===== src/rtl/conditional_demux1.sv =====
// ============================================================================
// Module   : conditional_demux1
// Purpose  : Versat unit steering one data stream to out0/out1 by in0[0],
//            counting out0 samples, with run/done sequencing and start delay.
// Revision : 1.0 - initial release
// ============================================================================
`default_nettype none
`timescale 1ns/1ps

module conditional_demux1 #(
   parameter int DELAY_W  = 32,
   parameter int AMOUNT_W = 32
) (
   input  logic                clk,
   input  logic                rst,
   input  logic                running,
   input  logic                run,
   output logic                done,
   input  logic [DELAY_W-1:0]  delay0,
   input  logic [AMOUNT_W-1:0] amount,
   input  logic [31:0]         in0,
   input  logic [31:0]         in1,
   output logic [31:0]         out0,
   output logic [31:0]         out1,
   output logic [31:0]         out2
);

   typedef enum logic [1:0] {
      IDLE   = 2'd0,
      DELAY  = 2'd1,
      ACTIVE = 2'd2
   } state_t;

   state_t              state, state_n;
   logic [DELAY_W-1:0]  dcnt, dcnt_n;
   logic [AMOUNT_W-1:0] rcnt, rcnt_n;
   logic [31:0]         out0_n, out1_n, out2_n;
   logic                done_n;

   always_ff @(posedge clk) begin
      if (rst) begin
         state <= IDLE;
         dcnt  <= '0;
         rcnt  <= '0;
         out0  <= '0;
         out1  <= '0;
         out2  <= '0;
         done  <= 1'b1;
      end else begin
         state <= state_n;
         dcnt  <= dcnt_n;
         rcnt  <= rcnt_n;
         out0  <= out0_n;
         out1  <= out1_n;
         out2  <= out2_n;
         done  <= done_n;
      end
   end

   always_comb begin
      state_n = state;
      dcnt_n  = dcnt;
      rcnt_n  = rcnt;
      out0_n  = out0;
      out1_n  = out1;
      out2_n  = out2;
      done_n  = done;

      // A run pulse restarts unconditionally and discards this cycle's sample.
      if (run) begin
         dcnt_n = delay0;
         rcnt_n = amount;
         out2_n = '0;
         if (amount == '0) begin
            done_n  = 1'b1;
            state_n = IDLE;
         end else begin
            done_n  = 1'b0;
            state_n = (delay0 != '0) ? DELAY : ACTIVE;
         end
      end else if (running) begin
         case (state)
            DELAY: begin
               dcnt_n = dcnt - 1'b1;
               if (dcnt == DELAY_W'(1))
                  state_n = ACTIVE;
            end
            ACTIVE: begin
               if (in0[0]) begin
                  out0_n = in1;
                  out2_n = out2 + 32'd1;
               end else begin
                  out1_n = in1;
               end
               rcnt_n = rcnt - 1'b1;
               if (rcnt == AMOUNT_W'(1)) begin
                  done_n  = 1'b1;
                  state_n = IDLE;
               end
            end
            default: ;
         endcase
      end
   end

endmodule

`default_nettype wire


===== config.mk =====
export PLATFORM = sky130hd
export DESIGN_NAME = conditional_demux1
export DESIGN_NICKNAME = d
export VERILOG_FILES = /design/src/rtl/conditional_demux1.sv
export SDC_FILE = /design/constraint.sdc
export NUM_CORES = 1
export LEC_CHECK = 0
export BUFFER_PORTS_ARGS = -buffer_cell sky130_fd_sc_hd__buf_2
export CAP_MARGIN = 20
export CORE_MARGIN = 1.5
export CORE_UTILIZATION = 35
export CTS_CLUSTER_DIAMETER = 80
export DETAILED_ROUTE_END_ITERATION = 7
export MAX_ROUTING_LAYER = met4
export SYNTH_ARGS = -nofsm -noshare
export SYNTH_HDL_FRONTEND = slang
export SYNTH_SLANG_ARGS = --single-unit

===== constraint.sdc =====
create_clock -name clk -period 3.2 [get_ports clk]
set_input_delay 0.32 -clock clk [delete_from_list [all_inputs] [get_ports clk]]
set_output_delay 0.32 -clock clk [all_outputs]
set_load 0.02 [all_outputs]

==> flow_summary.toml, run 1 <==
[synth]
yosys-top-cells-area = "sky130_fd_sc_hd__dfxtp_1 45%, sky130_fd_sc_hd__nand2_1 8.5%, sky130_fd_sc_hd__nor2_1 6.1%"
postSynth.topFlopCell = "sky130_fd_sc_hd__dfxtp_1"
syn_area_per_cell_um2 = 8.09
synth.net_count = 1037
asyncSetResetFlopFracSynth_pct = 0
share_of_the_synthesized_area_in_the_top_cell_type_pct = 44.8
synth_area_um2 = 7280
synth-seq-area-share_pct = 44.8
postSynthRegisterBits = 163
post_synth_edffs = 0
synth_warnings = 0
postSynthCellCount = 900
cell_type_contributing_the_most_total_cell_area_after_synthesis = "sky130_fd_sc_hd__dfxtp_1"
synth.lib_cells_used.distinct = 45

[clocking]
cts_htree_levels = 4
cts_tree = "yes"
cts.repair.resized = 0
post-cts-setup-buffer-count = 0
cts.sink_count = 163
worstSkewPairLatency_ps = 420
cts_hold_buffers = 0
cts-root-to-sink-buffers = 2
clock_pin_slew_on_the_worst_setup_and_hold_paths_ps = 70
cts-buffers-inserted = 17
cts.root.buffer_cell = "sky130_fd_sc_hd__clkbuf_16"

[routing]
routed-via-count = 6734
top_signal_layer_used = "met4"
wirelength_met1_mm = 9.69
remaining_drc_errors = 0
routedWlPerCell_um = 14.5
dr_wl_met3_um = 812
drtPass1Iterations = 4
totalWireLength_mm = 19.7
detailroute.wirelength.met2_mm = 8.91
detail_route.vias_per_cell = 4.95
drtIter0Drc = 308
ant_nets = 0

[timing]
fmax_mhz = 388
final.setup.tns_ps = 0
pins_over_their_slew_limit = 0
finalCriticalPeriod_ps = 2580
setup_viol_count_final = 0
hold_viol_final = 0
max-slew-margin-rel_pct = 42.3
rsz0062_at_grt = "false"
max_slew.worst_pin.slew_ps = 864
part_of_the_cycle_the_worst_path_needs_pct = 80.6
clock-skew-final_ps = 10.8

[hold_path]
whs_endpoint = "out1[29]"
worst_min_path_start = "in1[29]"
hold_depth = 3
holdCritPathClass = "in -> reg"

[global_routing]
grt_overflow = 0
antenna_found_initial = 0
via_count_of_the_first_global_routing_pass = 6441
grt_start_max_net_pins = 62
grt_usage_pct = 19.1
wire_length_of_the_first_global_routing_pass_mm = 32.6

[pwr]
power_density_nw_per_um2 = 519
p_sw_mw = 1.20
power.share.sequential_pct = 45.3
vdd_drop_max_mv = 0.290
p_leak_nw = 3.66
cell_internal_pwr_mw = 3.54
sw_frac_of_total_pct = 25.4
combPwrFrac_pct = 8.6
clock_power_share_pct = 46.1

[placement]
count_of_buffers_inserted_at_the_top_level_ports = 197
hpwl_mm = 13.5
dpl-instance-area_um2 = 8520
gp_congestion = 0.783

[setup_path]
critical_path.slowest_cell = "sky130_fd_sc_hd__or4_1"
critPathTopFamily = "simple AND/OR/NAND/NOR gates"
crit_chain = "or4_1 -> nor4_1 -> nand4_1 -> o41ai_1 -> or4b_2 -> o21ai_0"
critPathArrivalTime_ps = 2870
critical_path.n_buffers_inverters = 0
cp_max_fo = 6
rrSetupSlack_ps = 620
timing.critical_path.slowest_cell_delay_ps = 610
worst_ep_required_time_ps = 3490
critical_path_type = "reg -> reg"
crit_path_start_kind = "flip-flop"
launch_point_of_the_worst_reg_to_reg_path = "rcnt[24]"
worstReg2RegEnd = "state[1]"
timing.critical_path.to_type = "flip-flop"
rr_worst_depth = 6

[die]
design.core.area_um2 = 20300
start_util_pct = 35.9
die_width_um = 147
ioPinCount = 229
num_rows = 52
height_of_the_die_um = 147
design.die.area_um2 = 21700

[layout]
layout-drive-gt1-share_pct = 23.8
mostFrequentLayoutCells = "196 x sky130_fd_sc_hd__buf_2, 165 x sky130_fd_sc_hd__nand2_1, 163 x sky130_fd_sc_hd__dfxtp_1"
insertedDiodeCount = 0
layout_commonest_cell = "sky130_fd_sc_hd__buf_2"
final_core_utilization_pct = 45.1
synthToLayoutAreaGrowth_pct = 25.7
stdcell_area_um2 = 9150
nets = 1215

[run_status]
run_status = "complete, no violations"

[run]
maxCapViolCount = 0
-- metrics by stage --
stage / std cells / worst slack, ps / power (mW) / hold WS (ps)
finish: 1361 / 620 / 4.75 / 144
global route: 1361 / 361 / 4.95 / 119
CTS: 1361 / 618 / 4.81 / 117
detailed placement: 1329 / 625 / 2.60 / 444
global placement: 1329 / 667 / 2.60 / 440
floorplan: 900 / 758 / 2.44 / 449
-- kinds of logic after synthesis --
family / after synthesis / share of synthesized area (%)
simple gates: 439 / 28.6
flops: 163 / 44.8
compound gates: 140 / 11.3
xor+xnor: 85 / 10.2
buf+inv: 60 / 3.09
mux: 8 / 1.10
fa+ha+maj: 5 / 0.859
-- worst reg2reg max path, cell delays in order (launching register included) --
cell and delay (ps):
sky130_fd_sc_hd__dfxtp_1 360, sky130_fd_sc_hd__or4_1 610, sky130_fd_sc_hd__nor4_1 420, sky130_fd_sc_hd__nand4_1 150
sky130_fd_sc_hd__o41ai_1 600, sky130_fd_sc_hd__or4b_2 240, sky130_fd_sc_hd__o21ai_0 80
-- how the worst max path moves through the flow --
stage / from / endpoint / slack [ps] / depth (start not counted)
floorplan: rcnt[11] / rcnt[25] / 760 / 5
global placement: rcnt[11] / rcnt[25] / 670 / 5
detailed placement: rcnt[11] / rcnt[25] / 630 / 5
CTS: rcnt[11] / rcnt[25] / 620 / 5
global route: rcnt[24] / state[1] / 360 / 6
finish: rcnt[24] / state[1] / 620 / 6
-- synthesized netlist by cell type (all sizes together), types with 2 or more instances --
cell    instances
nand2         165
dfxtp         163
nor2          118
a21oi          87
clkbuf         46
xnor2          44
xor2           41
nor4           37
a211oi         32
nor3           23
nand3          21
nand4          19
or3            15
and3           11
inv             9
o21ai           9
or4             9
mux2i           8
buf             5
ha              5
a311oi          4
and4            3
nand2b          3
or2             3
and3b           2
nand4b          2
nor3b           2
o22ai           2
-- routing by layer --
| layer | up-vias | GRT usage [%] |
|---|---|---|
| met5 | - | - |
| met1 | 3123 | 25.6 |
| li1 | 3456 | - |
| met2 | 134 | 29.2 |
| met4 | 0 | 5.30 |
| met3 | 21 | 3.91 |
-- power by group through the flow --
stage,clock network [mW],registers (mW),logic [mW]
global route,2.34,2.16,0.458
detailed placement,0,2.19,0.409
CTS,2.25,2.15,0.412
finish,2.19,2.15,0.409
floorplan,0,2.19,0.253
global placement,0,2.19,0.407
-- registers in the layout, indices dropped and copies added, names as in the netlist --
signal  cells
dcnt       32
done        1
out0       32
out1       32
out2       32
rcnt       32
state       2
-- cell type report --
class | instances | area (µm²)
Clock buffer | 18 | 439
Inverter | 9 | 33.8
Clock inverter | 14 | 188
Multi-Input combinational cell | 677 | 3800
Fill cell | 2107 | 11100
Sequential cell | 163 | 3260
Timing Repair Buffer | 210 | 1090
Tap cell | 270 | 338
No activity file was read; power rests on OpenSTA's default activity.
==> run 2, diff against run 1 <==
- ABC_AREA: default -> 1
- clock period: 3.2 -> 2.29 ns (I/O delays scaled with it)
==> flow_summary.toml, run 2 <==
[clocking]
cts.root.buffer_cell = "sky130_fd_sc_hd__clkbuf_16"
post-cts-setup-buffer-count = 0
clock_pin_slew_on_the_worst_setup_and_hold_paths_ps = 80
cts_hold_buffers = 0
cts.repair.resized = 0
cts.sink_count = 163
cts-root-to-sink-buffers = 2
worstSkewPairLatency_ps = 440
cts_htree_levels = 4
cts-buffers-inserted = 17
cts_tree = "yes"

[synth]
postSynthCellCount = 1428
synth.net_count = 1565
yosys-top-cells-area = "sky130_fd_sc_hd__dfxtp_1 36%, sky130_fd_sc_hd__nor2_1 15%, sky130_fd_sc_hd__nand2_1 14%"
synth.lib_cells_used.distinct = 46
synth-seq-area-share_pct = 36.3
post_synth_edffs = 0
synth.cells.most_frequent = "357 x sky130_fd_sc_hd__nor2_1, 328 x sky130_fd_sc_hd__nand2_1, 163 x sky130_fd_sc_hd__dfxtp_1"
cell_type_contributing_the_most_total_cell_area_after_synthesis = "sky130_fd_sc_hd__dfxtp_1"
syn_area_per_cell_um2 = 6.29
synthMostInstantiatedCell = "sky130_fd_sc_hd__nor2_1"
asyncSetResetFlopFracSynth_pct = 0
synth_warnings = 0
postSynth.topFlopCell = "sky130_fd_sc_hd__dfxtp_1"
postSynthRegisterBits = 163
share_of_the_synthesized_area_in_the_top_cell_type_pct = 36.3
synth_area_um2 = 8980

[routing]
drtPass1Iterations = 5
routedWlPerCell_um = 14.0
ant_nets = 0
detail_route.vias_per_cell = 4.88
remaining_drc_errors = 0
drtIter0Drc = 558
routed-via-count = 9510
totalWireLength_mm = 27.2

[setup_path]
timing.critical_path.to_type = "flip-flop"
critical_path_type = "reg -> reg"
cp_max_fo = 5
worst_ep_required_time_ps = 2610
crit_path_start_kind = "flip-flop"
critPathArrivalTime_ps = 2130

[placement]
dpl_worst_slack_ps = 520
count_of_buffers_inserted_at_the_top_level_ports = 197
gp_congestion = 0.895
hpwl_mm = 19.9

[layout]
nFillCells = 2719
nets = 1743
mostFrequentLayoutCells = "357 x sky130_fd_sc_hd__nor2_1, 328 x sky130_fd_sc_hd__nand2_1, 197 x sky130_fd_sc_hd__buf_2"
synthToLayoutAreaGrowth_pct = 21.1
layout-drive-gt1-share_pct = 17.3
layout_commonest_cell = "sky130_fd_sc_hd__nor2_1"

[die]
design.die.area_um2 = 26600
start_util_pct = 35.7
design.core.area_um2 = 25200
height_of_the_die_um = 163
die_width_um = 163
num_rows = 58
ioPinCount = 229

[run]
maxCapViolCount = 0

[timing]
max_slew.worst_pin.slew_ps = 682
post-route-worst-setup-slack_ps = 473
pins_over_their_slew_limit = 0
setup_viol_count_final = 0
fmax_mhz = 550
finalCriticalPeriod_ps = 1820
clock-skew-final_ps = 16.1
max-slew-margin-rel_pct = 54.5
final.setup.tns_ps = 0
hold_viol_final = 0
rsz0062_at_grt = "false"
part_of_the_cycle_the_worst_path_needs_pct = 79.4

[run_status]
run_status = "complete, no violations"

[pwr]
power_density_nw_per_um2 = 683
p_leak_nw = 5.10
vdd_drop_max_mv = 0.404

[global_routing]
via_count_of_the_first_global_routing_pass = 9020
grt_usage_pct = 21.5
wire_length_of_the_first_global_routing_pass_mm = 44.8
grt_overflow = 0
grt_start_max_net_pins = 67
antenna_found_initial = 1

[hold_path]
holdCritPathClass = "in -> reg"
-- run 2: cell types whose count changed after synthesis, sizes merged, moves of 35 or more --
cell   delta
nor2    +256
nand2   +168
inv     +113
o21ai   +110
nand3    +50
nor4     -36
xnor2    -35
-- run 2: logic make-up (layout without fill, tap and decap cells) --
kind of cell               Yosys count  after routing  synth area share [%]
and+or+nand+nor                    830            830                  38.8
AOI/OAI and AO/OA                  234            234                  14.0
buffers and inverters              174            365                  8.04
DFF                                163            163                  36.3
xor gates and xnor gates            22             22                  2.15
adders and majority gates            5              5                 0.697
other                                0              1                     0
-- run 2: power breakdown --
group	switching, mW	internal [mW]
logic	0.890	0.459
registers	0.124	2.96
clock network	1.49	1.51
total	2.51	4.92
-- run 2: path summary, 6_finish.rpt --
path	cells past startpoint	slack, ps	startpoint	to
max reg2reg	8	470	out2[1]	out2[28]
max	8	470	out2[1]	out2[28]
min reg2reg	2	480	dcnt[31]	dcnt[31]
min	3	20	in1[30]	out0[30]
-- run 2: through the flow --
stage	total power [mW]	utilization [%]	cells	cell area (µm²)	hold WS [ps]
finish	7.43	43.2	1950	10900	23.5
global route	7.85	43.2	1950	10900	8.77
CTS	7.51	43.2	1949	10900	8.13
detailed placement	4.49	40.7	1917	10200	471
global placement	4.48	40.7	1917	10200	465
floorplan	4.07	-	1428	8980	364
-- run 2: metal layers --
layer	up-vias	global-route usage [%]	part of all wire, %
met2	214	35.0	46
met1	4327	27.4	47
met5	-	-	0
li1	4948	-	-
met4	0	4.84	1.1
met3	21	4.39	5.1
-- run 2: worst max-delay path, cell delays in order (launching register included) --
cell                      delay (ps)
sky130_fd_sc_hd__dfxtp_1         410
sky130_fd_sc_hd__ha_1            280
sky130_fd_sc_hd__nand3_1         100
sky130_fd_sc_hd__inv_1           100
sky130_fd_sc_hd__nand4_1         140
sky130_fd_sc_hd__nor2_1          290
sky130_fd_sc_hd__nand3_1         150
sky130_fd_sc_hd__o21ai_0         170
sky130_fd_sc_hd__a21oi_1          50
-- run 2: area by class of cell --
cell class | instances | area [µm²] | area share, %
Clock inverter | 15 | 201 | 1.85
Sequential cell | 163 | 3260 | 30.0
Timing Repair Buffer | 210 | 1110 | 10.2
Inverter | 123 | 464 | 4.27
Multi-Input combinational cell | 1091 | 4990 | 45.9
Tap cell | 330 | 413 | 3.80
Antenna cell | 1 | 2.50 | 0.0230
Clock buffer | 17 | 425 | 3.91
